[src/rtl/bram_debug_loader.sv]
// bram_debug_loader: byte-stream host controller that loads and dumps the core's debug BRAM ports
module bram_debug_loader #(
    parameter int BRAMWORDS = 4096
) (
    input  logic        CPU_CLK,
    input  logic        CPU_RST,
    input  logic [7:0]  rx_data,
    input  logic        rx_valid,
    output logic        rx_ready,
    output logic [7:0]  tx_data,
    output logic        tx_valid,
    input  logic        tx_ready,
    output logic [31:0] CPU_Debug_DataRAM_A2,
    output logic [31:0] CPU_Debug_DataRAM_WD2,
    output logic [3:0]  CPU_Debug_DataRAM_WE2,
    input  logic [31:0] CPU_Debug_DataRAM_RD2,
    output logic [31:0] CPU_Debug_InstRAM_A2,
    output logic [31:0] CPU_Debug_InstRAM_WD2,
    output logic [3:0]  CPU_Debug_InstRAM_WE2,
    input  logic [31:0] CPU_Debug_InstRAM_RD2,
    output logic        core_rst,
    output logic        busy
);
    localparam int IDX_W = $clog2(BRAMWORDS);

    typedef enum logic [2:0] {IDLE, HDR, WR_COLLECT, WR_COMMIT, RD_ADDR, RD_WAIT, RD_SEND} state_t;

    state_t             state, nstate;
    logic               tgt, is_rd, rx_fire, cmd_ok, last, we;
    logic [1:0]         op, hcnt, bcnt;
    logic [IDX_W-9:0]   sh;
    logic [IDX_W-1:0]   idx, n_idx;
    logic [IDX_W:0]     left;
    logic [23:0]        word;
    logic [31:0]        rd_word, a2_q, wd_q, a2, idx_addr;

    assign op       = rx_data[2:1];
    assign rx_fire  = rx_valid && rx_ready;
    assign cmd_ok   = rx_data[7:3] == 5'd0 && op != 2'b00;
    assign last     = left == (IDX_W+1)'(1);
    assign n_idx    = {sh, rx_data};
    assign idx_addr = {{(30-IDX_W){1'b0}}, idx, 2'b00};

    // state register
    always_ff @(posedge CPU_CLK) begin
        if (CPU_RST) state <= IDLE;
        else state <= nstate;
    end

    // next-state: header then either the write collect/commit loop or the read address/wait/send loop
    always_comb begin
        nstate = state;
        case (state)
            IDLE:       nstate = (rx_fire && cmd_ok && op != 2'b11) ? HDR : IDLE;
            HDR:        nstate = (rx_fire && hcnt == 2'd3) ? (is_rd ? RD_ADDR : WR_COLLECT) : HDR;
            WR_COLLECT: nstate = (rx_fire && bcnt == 2'd3) ? WR_COMMIT : WR_COLLECT;
            WR_COMMIT:  nstate = last ? IDLE : WR_COLLECT;
            RD_ADDR:    nstate = RD_WAIT;
            RD_WAIT:    nstate = RD_SEND;
            RD_SEND:    nstate = (tx_ready && bcnt == 2'd3) ? (last ? IDLE : RD_ADDR) : RD_SEND;
            default:    nstate = IDLE;
        endcase
    end

    // outputs: handshakes from state, the untargeted BRAM port is parked at zero
    always_comb begin
        rx_ready = !CPU_RST && (state == IDLE || state == HDR || state == WR_COLLECT);
        busy     = state != IDLE;
        tx_valid = state == RD_SEND;
        tx_data  = tx_valid ? rd_word[31:24] : 8'h00;
        we       = state == WR_COMMIT;
        a2       = state == RD_ADDR ? idx_addr : a2_q;
        CPU_Debug_DataRAM_A2  = tgt ? 32'd0 : a2;
        CPU_Debug_DataRAM_WD2 = tgt ? 32'd0 : wd_q;
        CPU_Debug_DataRAM_WE2 = (!tgt && we) ? 4'hF : 4'h0;
        CPU_Debug_InstRAM_A2  = tgt ? a2 : 32'd0;
        CPU_Debug_InstRAM_WD2 = tgt ? wd_q : 32'd0;
        CPU_Debug_InstRAM_WE2 = (tgt && we) ? 4'hF : 4'h0;
    end

    // datapath: command decode, header capture, word assembly, index/count stepping, read shift-out
    always_ff @(posedge CPU_CLK) begin
        if (CPU_RST) begin
            tgt      <= 1'b0;
            is_rd    <= 1'b0;
            hcnt     <= 2'd0;
            bcnt     <= 2'd0;
            sh       <= '0;
            idx      <= '0;
            left     <= '0;
            word     <= 24'd0;
            rd_word  <= 32'd0;
            a2_q     <= 32'd0;
            wd_q     <= 32'd0;
            core_rst <= 1'b1;
        end else begin
            case (state)
                IDLE: if (rx_fire && cmd_ok) begin
                    tgt      <= rx_data[0];
                    is_rd    <= op == 2'b10;
                    core_rst <= op != 2'b11;
                    hcnt     <= 2'd0;
                end
                HDR: if (rx_fire) begin
                    hcnt <= hcnt + 2'd1;
                    sh   <= rx_data[IDX_W-9:0];
                    bcnt <= 2'd0;
                    if (hcnt == 2'd1) idx <= n_idx;
                    if (hcnt == 2'd3) left <= {~|n_idx, n_idx};
                end
                WR_COLLECT: if (rx_fire) begin
                    word <= {word[15:0], rx_data};
                    bcnt <= bcnt + 2'd1;
                    if (bcnt == 2'd3) begin
                        a2_q <= idx_addr;
                        wd_q <= {word, rx_data};
                    end
                end
                WR_COMMIT: begin
                    idx  <= idx + 1'b1;
                    left <= left - 1'b1;
                end
                RD_ADDR: a2_q <= idx_addr;
                RD_WAIT: begin
                    rd_word <= tgt ? CPU_Debug_InstRAM_RD2 : CPU_Debug_DataRAM_RD2;
                    bcnt    <= 2'd0;
                end
                RD_SEND: if (tx_ready) begin
                    rd_word <= rd_word << 8;
                    bcnt    <= bcnt + 2'd1;
                    if (bcnt == 2'd3) begin
                        idx  <= idx + 1'b1;
                        left <= left - 1'b1;
                    end
                end
                default: ;
            endcase
        end
    end
endmodule
[config.mk]
export PLATFORM = sky130hd
export DESIGN_NAME = bram_debug_loader
export DESIGN_NICKNAME = d
export VERILOG_FILES = /design/src/rtl/bram_debug_loader.sv
export SDC_FILE = /design/constraint.sdc
export NUM_CORES = 1
export LEC_CHECK = 0
export BUFFER_PORTS_ARGS = -buffer_cell sky130_fd_sc_hd__buf_2
export CORE_ASPECT_RATIO = 0.5
export CORE_MARGIN = 4
export CORE_UTILIZATION = 52
export DETAILED_ROUTE_END_ITERATION = 6
export GPL_ROUTABILITY_DRIVEN = 0
export PLACE_DENSITY = 0.88
export SETUP_SLACK_MARGIN = 0.15
export SYNTH_ARGS = -nofsm -noshare
export SYNTH_HDL_FRONTEND = slang
export SYNTH_SLANG_ARGS = --single-unit
[constraint.sdc]
create_clock -name CPU_CLK -period 2.4 [get_ports CPU_CLK]
set_clock_uncertainty 0.15 [all_clocks]
set_input_delay 0.48 -clock CPU_CLK [delete_from_list [all_inputs] [get_ports CPU_CLK]]
set_output_delay 0.48 -clock CPU_CLK [all_outputs]
set_load 0.02 [all_outputs]
==> run_summary.xml, run 1 <==
<?xml version="1.0" encoding="UTF-8"?>
<metrics>
  <group name="status">
    <metric name="outcome" unit="">finished, violations left</metric>
    <metric name="failed_checks" unit="">setup timing</metric>
  </group>
  <group name="clocking">
    <metric name="clock_tree.buffer_depth" unit="">2</metric>
    <metric name="cts-htree-levels" unit="">4</metric>
    <metric name="clock_tree.root_cell" unit="">sky130_fd_sc_hd__clkbuf_16</metric>
    <metric name="clock_insertion_delay_worst_skew" unit="ns">0.42</metric>
    <metric name="cts_inserted_buffers" unit="">17</metric>
    <metric name="cts_hold_repair.buffers" unit="">0</metric>
    <metric name="cts.sinks" unit="">139</metric>
    <metric name="tritoncts" unit="">yes</metric>
    <metric name="clk_pin_slew" unit="ns">0.06</metric>
  </group>
  <group name="critical_path">
    <metric name="startpoint_type" unit="">register</metric>
    <metric name="cp_max_fo" unit="">7</metric>
    <metric name="critPathRequiredTime" unit="ns">1.77</metric>
    <metric name="ff2ff_setup_slack" unit="ns">0.16</metric>
    <metric name="timing.critical_path.to_type" unit="">output pin</metric>
    <metric name="critical_path_class" unit="">register to output pin</metric>
    <metric name="timing.critical_path.arrival" unit="ns">1.94</metric>
    <metric name="crit_path_cell_trace" unit="">nor3b_4 &gt; buf_4 &gt; buf_12 &gt; mux2i_4 &gt; nor2_1 &gt; buf_2</metric>
    <metric name="cpPeakStageDelay" unit="ns">0.37</metric>
    <metric name="crit_path_top_delay_cell" unit="">sky130_fd_sc_hd__dfxtp_4</metric>
  </group>
  <group name="finish">
    <metric name="post-route-util" unit="%">68.6</metric>
    <metric name="stdcell_count" unit="">1341</metric>
    <metric name="final_common_cell" unit="">sky130_fd_sc_hd__nand2_1</metric>
    <metric name="layout_common_cells" unit="">sky130_fd_sc_hd__nand2_1 (220), sky130_fd_sc_hd__buf_2 (158), sky130_fd_sc_hd__dfxtp_1 (134), sky130_fd_sc_hd__a21oi_1 (127), sky130_fd_sc_hd__buf_4 (48)</metric>
    <metric name="final_area" unit="um^2">9420</metric>
    <metric name="antenna_cells_inserted" unit="">0</metric>
    <metric name="final_layout_size_suffix_gt1_share" unit="%">27.2</metric>
    <metric name="nNetsFinal" unit="">1218</metric>
    <metric name="area_growth" unit="%">27.3</metric>
  </group>
  <group name="sta">
    <metric name="report.final.hold_viol_count" unit="">0</metric>
    <metric name="report.final.slew_viol_count" unit="">0</metric>
    <metric name="rsz_0062_raised_after_global_routing" unit="">true</metric>
    <metric name="final.min_clock_period" unit="ns">2.57</metric>
    <metric name="whs" unit="ns">0.138</metric>
    <metric name="period_share" unit="%">107</metric>
    <metric name="worst_pin_slew" unit="ns">0.839</metric>
    <metric name="setup_viol" unit="">36</metric>
    <metric name="setup_tns" unit="ns">-2.63</metric>
    <metric name="worst_slew_margin_rel" unit="%">44.1</metric>
    <metric name="timing.fmax" unit="MHz">389</metric>
    <metric name="setup_slack" unit="ns">-0.171</metric>
  </group>
  <group name="global_route">
    <metric name="grt_util_all_layers" unit="%">26.7</metric>
    <metric name="grt_pass1_wl" unit="um">36000</metric>
    <metric name="largest_net_degree_at_the_start_of_global_routing" unit="">83</metric>
    <metric name="antenna_found_initial" unit="">0</metric>
    <metric name="number_of_global_route_vias_before_repair" unit="">7369</metric>
    <metric name="grt_overflow" unit="">0</metric>
  </group>
  <group name="place">
    <metric name="port_bufs" unit="">183</metric>
    <metric name="place_ws" unit="ns">0.148</metric>
    <metric name="dp.cells" unit="">1295</metric>
    <metric name="detailed_place_hpwl" unit="um">13900</metric>
    <metric name="post_dp_cell_area" unit="um^2">8330</metric>
  </group>
  <group name="logic_synthesis">
    <metric name="synth_xor_xnor_area_share" unit="%">0.237</metric>
    <metric name="synth_adder_area_share" unit="%">1.01</metric>
    <metric name="ys.warnings.count" unit="">0</metric>
    <metric name="ys.flop_type" unit="">sky130_fd_sc_hd__dfxtp_1</metric>
    <metric name="synth-edff-count" unit="">0</metric>
    <metric name="synth_top_family_by_area" unit="">simple AND/OR/NAND/NOR gates</metric>
    <metric name="synth_area" unit="um^2">7400</metric>
    <metric name="synth_simple_gate_area_share" unit="%">27.1</metric>
    <metric name="synth_cell_type_count" unit="">54</metric>
    <metric name="synthesis.instances" unit="">974</metric>
    <metric name="post_synth_mux_area_share" unit="%">6.76</metric>
    <metric name="synth_seq_area_share" unit="%">37.6</metric>
    <metric name="average_cell_area_after_synthesis" unit="um^2">7.60</metric>
    <metric name="postSynthRegisterBits" unit="">139</metric>
    <metric name="ys_async_sr_fraction" unit="%">0</metric>
    <metric name="synth_compound_area_share" unit="%">18.0</metric>
  </group>
  <group name="floorplanning">
    <metric name="die_height" unit="um">92.4</metric>
    <metric name="die_area" unit="um^2">16300</metric>
    <metric name="placementRows" unit="">30</metric>
    <metric name="placeableCoreArea" unit="um^2">13700</metric>
    <metric name="floorplan.initialDensity" unit="%">53.9</metric>
    <metric name="chipWidth" unit="um">177</metric>
    <metric name="ios" unit="">224</metric>
  </group>
  <group name="pwr">
    <metric name="p_per_area" unit="nW/um^2">582</metric>
    <metric name="max-vdd-ir-drop" unit="V">0.000494</metric>
    <metric name="report.power.total" unit="mW">5.48</metric>
    <metric name="p_leak" unit="nW">3.90</metric>
  </group>
  <group name="detailed_routing">
    <metric name="route.detailed.vias_per_inst" unit="">5.77</metric>
    <metric name="antenna_violating_nets_post_route" unit="">0</metric>
    <metric name="dr_total_vias" unit="">7735</metric>
    <metric name="drc_violation_count_after_routing" unit="">0</metric>
    <metric name="drt_first_pass_iters" unit="">6</metric>
    <metric name="routedWlPerCell" unit="um">17.2</metric>
    <metric name="wirelength" unit="um">23100</metric>
    <metric name="drtIter0Drc" unit="">910</metric>
  </group>
  <group name="job">
    <metric name="cap_viol_max_count" unit="">0</metric>
  </group>
  <group name="worst_hold_path">
    <metric name="hold_class" unit="">input port to register</metric>
  </group>
</metrics>
## worst max-delay path: cells and delay by family, from the launching register on
kind          cells  cell delay [ns]
simple gates      2             0.32
flops             1             0.37
buf+inv           3             0.50
mux               1             0.33
## synthesized netlist by cell type, drive strengths merged, types with 10 or more instances
cell | n | share of area, %
buf | 71 | 6.4
mux2i | 41 | 5.5
nand3 | 14 | 0.95
clkbuf | 48 | 2.4
a21oi | 128 | 8.7
nand2 | 220 | 11
dfxtp | 139 | 38
nor2b | 50 | 4.2
o21ai | 30 | 2.1
and3 | 10 | 0.85
and2 | 45 | 3.8
nor2 | 45 | 2.3
o211ai | 26 | 2.6
## sequential cells by signal, summed over array words and instances (netlist names)
signal / cells
a2_q: 12
idx: 12
rd_word: 32
wd_q: 32
core_rst: 1
hcnt: 2
word: 24
bcnt: 2
left: 13
is_rd: 1
sh: 4
tgt: 1
state: 3
## per-layer routing
layer	up-vias	global-route usage (%)	part of all wire, %
li1	3542	-	-
met2	509	46.4	49
met4	0	12.7	4.3
met5	-	0	0
met1	3565	31.5	37
met3	119	5.91	9.4
## path summary, 6_finish.rpt
check / from / end / cells past startpoint
max: state[1] / CPU_Debug_DataRAM_A2[3] / 6
min: CPU_RST / wd_q[0] / 2
max reg2reg: state[2] / state[1] / 7
min reg2reg: rd_word[15] / rd_word[15] / 2
## layout make-up
class / count / area [um^2]
clock buffers: 21 / 470
clock inverters: 11 / 190
fillers: 1008 / 4320
inverters: 8 / 32.5
multi-input cells: 747 / 4300
flip-flops and latches: 139 / 2800
well taps: 192 / 240
repair buffers: 223 / 1390
## cells by family (layout without fill, tap and decap cells)
group           count (synthesis)  in the layout
compound gates                228            228
xor+xnor                        2              2
fa+ha+maj                       6              6
buf+inv                       127            263
flops                         139            139
mux                            49             49
other cells                     1             40
simple gates                  422            422
## where the power goes
| group | internal [mW] | switching [mW] |
|---|---|---|
| clock | 1.93 | 1.01 |
| sequential | 2.30 | 0.00107 |
| combinational | 0.0790 | 0.165 |
| total | 4.31 | 1.17 |
## timing repair
action                                  in CTS  in global routing
gates cloned                                 1                  0
resized for setup                           53                 28
endpoints found under the setup margin      47                 63
pin swaps                                    2                  5
setup buffers                               10                  3
Note: power is estimated with default switching activity, not from simulation.
==> run 2, diff against run 1 <==
Settings changed: CORE_ASPECT_RATIO 0.5 to unset.
==> run 2 against run 1 <==
Net effect:
- the run still ends with setup timing left
- critical path depth unchanged
- final area decreased by 0.15%
- non-clock buffer count increased by 3
- flip-flop and latch count unchanged
- sequential power about the same
- critical path type unchanged
- largest power group is now registers
- highest routed layer unchanged
==> run_summary.xml, run 2 (synthesized netlist as in run 1, its figures left out) <==
<?xml version="1.0" encoding="UTF-8"?>
<metrics>
  <group name="status">
    <metric name="outcome" unit="">finished, violations left</metric>
    <metric name="failed_checks" unit="">setup timing</metric>
  </group>
  <group name="detailed_routing">
    <metric name="drc_violation_count_after_routing" unit="">0</metric>
    <metric name="route.detailed.vias_per_inst" unit="">5.56</metric>
    <metric name="dr_total_vias" unit="">7397</metric>
    <metric name="drt_first_pass_iters" unit="">6</metric>
    <metric name="drtIter0Drc" unit="">661</metric>
    <metric name="wirelength" unit="um">20600</metric>
    <metric name="routedWlPerCell" unit="um">15.5</metric>
    <metric name="antenna_violating_nets_post_route" unit="">0</metric>
  </group>
  <group name="sta">
    <metric name="period_share" unit="%">103</metric>
    <metric name="final.min_clock_period" unit="ns">2.47</metric>
    <metric name="rsz_0062_raised_after_global_routing" unit="">true</metric>
    <metric name="worst_pin_slew" unit="ns">0.778</metric>
    <metric name="setup_viol" unit="">16</metric>
    <metric name="setup_slack" unit="ns">-0.0674</metric>
    <metric name="report.final.hold_viol_count" unit="">0</metric>
    <metric name="worst_slew_margin_rel" unit="%">48.1</metric>
    <metric name="report.final.slew_viol_count" unit="">0</metric>
    <metric name="timing.fmax" unit="MHz">405</metric>
  </group>
  <group name="critical_path">
    <metric name="crit_path_top_delay_cell" unit="">sky130_fd_sc_hd__dfxtp_4</metric>
    <metric name="r2r_start" unit="">state[0]</metric>
    <metric name="ff2ff_setup_slack" unit="ns">0.26</metric>
    <metric name="cpPeakStageDelay" unit="ns">0.36</metric>
    <metric name="family_with_the_most_delay_on_the_worst_path" unit="">buffers and inverters</metric>
    <metric name="critical_path_class" unit="">register to output pin</metric>
    <metric name="cp_max_fo" unit="">7</metric>
    <metric name="crit-reg2reg-capture" unit="">left[5]</metric>
    <metric name="timing.critical_path.arrival" unit="ns">1.84</metric>
    <metric name="timing.critical_path.buf_inv" unit="">3</metric>
    <metric name="critPathRequiredTime" unit="ns">1.77</metric>
    <metric name="timing.critical_path.to_type" unit="">output pin</metric>
    <metric name="crit_path_cell_trace" unit="">nor3b_4 &gt; buf_6 &gt; buf_12 &gt; mux2i_4 &gt; nor2_1 &gt; buf_2</metric>
    <metric name="worst_r2r_path_depth" unit="">8</metric>
    <metric name="startpoint_type" unit="">register</metric>
  </group>
  <group name="finish">
    <metric name="total_of_fill_cells_in_the_finished_design" unit="">1094</metric>
    <metric name="final_area" unit="um^2">9410</metric>
    <metric name="area_growth" unit="%">27.1</metric>
    <metric name="post-route-util" unit="%">67.5</metric>
    <metric name="final_layout_size_suffix_gt1_share" unit="%">27.4</metric>
    <metric name="final_common_cell" unit="">sky130_fd_sc_hd__nand2_1</metric>
    <metric name="antenna_cells_inserted" unit="">0</metric>
    <metric name="nNetsFinal" unit="">1222</metric>
    <metric name="stdcell_count" unit="">1331</metric>
    <metric name="largestRegisters" unit="">rd_word x32, wd_q x32, word x24</metric>
    <metric name="layout_common_cells" unit="">sky130_fd_sc_hd__nand2_1 (220), sky130_fd_sc_hd__buf_2 (146), sky130_fd_sc_hd__dfxtp_1 (135), sky130_fd_sc_hd__a21oi_1 (127), sky130_fd_sc_hd__buf_4 (45)</metric>
  </group>
  <group name="pwr">
    <metric name="report.power.total" unit="mW">4.86</metric>
    <metric name="combinational_share_of_power" unit="%">5.1</metric>
    <metric name="p_leak" unit="nW">3.85</metric>
    <metric name="max-vdd-ir-drop" unit="V">0.000411</metric>
    <metric name="cellInternalPower" unit="mW">3.74</metric>
    <metric name="clockPowerShare" unit="%">47.5</metric>
    <metric name="p_sw" unit="mW">1.12</metric>
    <metric name="seq_power_share" unit="%">47.4</metric>
    <metric name="p_sw_share" unit="%">23.1</metric>
    <metric name="p_per_area" unit="nW/um^2">517</metric>
  </group>
  <group name="global_route">
    <metric name="largest_net_degree_at_the_start_of_global_routing" unit="">76</metric>
    <metric name="grt_util_all_layers" unit="%">24.2</metric>
    <metric name="grt_overflow" unit="">0</metric>
    <metric name="grt_pass1_wl" unit="um">32200</metric>
    <metric name="number_of_global_route_vias_before_repair" unit="">6707</metric>
    <metric name="antenna_found_initial" unit="">0</metric>
  </group>
  <group name="floorplanning">
    <metric name="placementRows" unit="">43</metric>
    <metric name="floorplan.initialDensity" unit="%">53.1</metric>
    <metric name="ios" unit="">224</metric>
    <metric name="die_area" unit="um^2">16200</metric>
    <metric name="placeableCoreArea" unit="um^2">13900</metric>
    <metric name="die_height" unit="um">127</metric>
    <metric name="chipWidth" unit="um">127</metric>
  </group>
  <group name="worst_hold_path">
    <metric name="min_to" unit="">wd_q[4]</metric>
    <metric name="hold_class" unit="">input port to register</metric>
    <metric name="min-delay-start" unit="">rx_data[4]</metric>
    <metric name="worstHoldPathCells" unit="">3</metric>
  </group>
  <group name="clocking">
    <metric name="cts-htree-levels" unit="">4</metric>
    <metric name="cts_inserted_buffers" unit="">17</metric>
    <metric name="clk_pin_slew" unit="ns">0.06</metric>
    <metric name="cts_hold_repair.buffers" unit="">0</metric>
    <metric name="clock_tree.buffer_depth" unit="">2</metric>
    <metric name="tritoncts" unit="">yes</metric>
    <metric name="cts.sinks" unit="">139</metric>
    <metric name="clock_tree.root_cell" unit="">sky130_fd_sc_hd__clkbuf_16</metric>
    <metric name="clock_insertion_delay_worst_skew" unit="ns">0.42</metric>
  </group>
  <group name="place">
    <metric name="dp.cells" unit="">1286</metric>
    <metric name="detailed_place_hpwl" unit="um">13200</metric>
    <metric name="post_dp_cell_area" unit="um^2">8320</metric>
    <metric name="port_bufs" unit="">183</metric>
  </group>
  <group name="job">
    <metric name="cap_viol_max_count" unit="">0</metric>
  </group>
</metrics>
## run 2: worst min-delay path, cell delays in order
cell                      delay, ns
sky130_fd_sc_hd__buf_2         0.13
sky130_fd_sc_hd__nand2_1       0.07
sky130_fd_sc_hd__a21oi_1       0.05
## run 2: power by group through the flow
stage / combinational (mW) / sequential [mW] / clock (mW)
after CTS: 0.239 / 2.31 / 2.32
after floorplan: 0.192 / 2.36 / 0
after global routing: 0.266 / 2.30 / 2.42
final: 0.247 / 2.31 / 2.31
after global placement: 0.235 / 2.36 / 0
after detailed placement: 0.238 / 2.36 / 0
## run 2: routing by layer
metal  part of all wire (%)  GRT usage, %  vias to the layer above
met5                      0             0                        -
met4                    2.4          8.26                        0
met3                    8.9          5.35                       50
met2                     50          42.0                      349
met1                     38          29.7                     3439
li1                       -             -                     3559
## run 2: worst max path at each step
stage                  start                       to  slack (ns)  cells after the start
floorplan           state[0]  CPU_Debug_DataRAM_A2[6]        0.18                      6
global placement    tx_ready                   idx[4]        0.15                      6
detailed placement  tx_ready                   idx[6]        0.09                      6
CTS                 state[0]  CPU_Debug_DataRAM_A2[8]       -0.01                      6
global route        state[1]  CPU_Debug_DataRAM_A2[3]       -0.14                      6
finish              state[1]  CPU_Debug_DataRAM_A2[3]       -0.07                      6
## run 2: per-stage QoR
| step | setup slack [ns] | hold slack [ns] | setup TNS, ns |
|---|---|---|---|
| floorplan | 0.183 | 0.277 | 0 |
| global placement | 0.147 | 0.284 | 0 |
| detailed placement | 0.0896 | 0.289 | 0 |
| CTS | -0.0123 | 0.188 | -0.0457 |
| global route | -0.136 | 0.205 | -1.86 |
| finish | -0.0674 | 0.208 | -0.466 |
## run 2: cell type report
type / count / area, um^2 / share of cell area (%)
tap: 180 / 225 / 2.39
inverter: 8 / 32.5 / 0.346
clock buffer: 23 / 468 / 4.97
clock inverter: 7 / 45.0 / 0.479
timing repair inverter: 1 / 7.51 / 0.0798
multi-input combinational: 747 / 4330 / 46.1
timing repair buffer: 226 / 1500 / 15.9
sequential: 139 / 2800 / 29.7
## run 2: timing repair
action                                  4_1_cts  5_1_grt
gates resized for setup                      80       40
buffers inserted                              8        5
endpoints found under the setup margin       68      103
hold endpoints to repair                      0        0
pin swaps                                     5        4
cloned                                        2        0
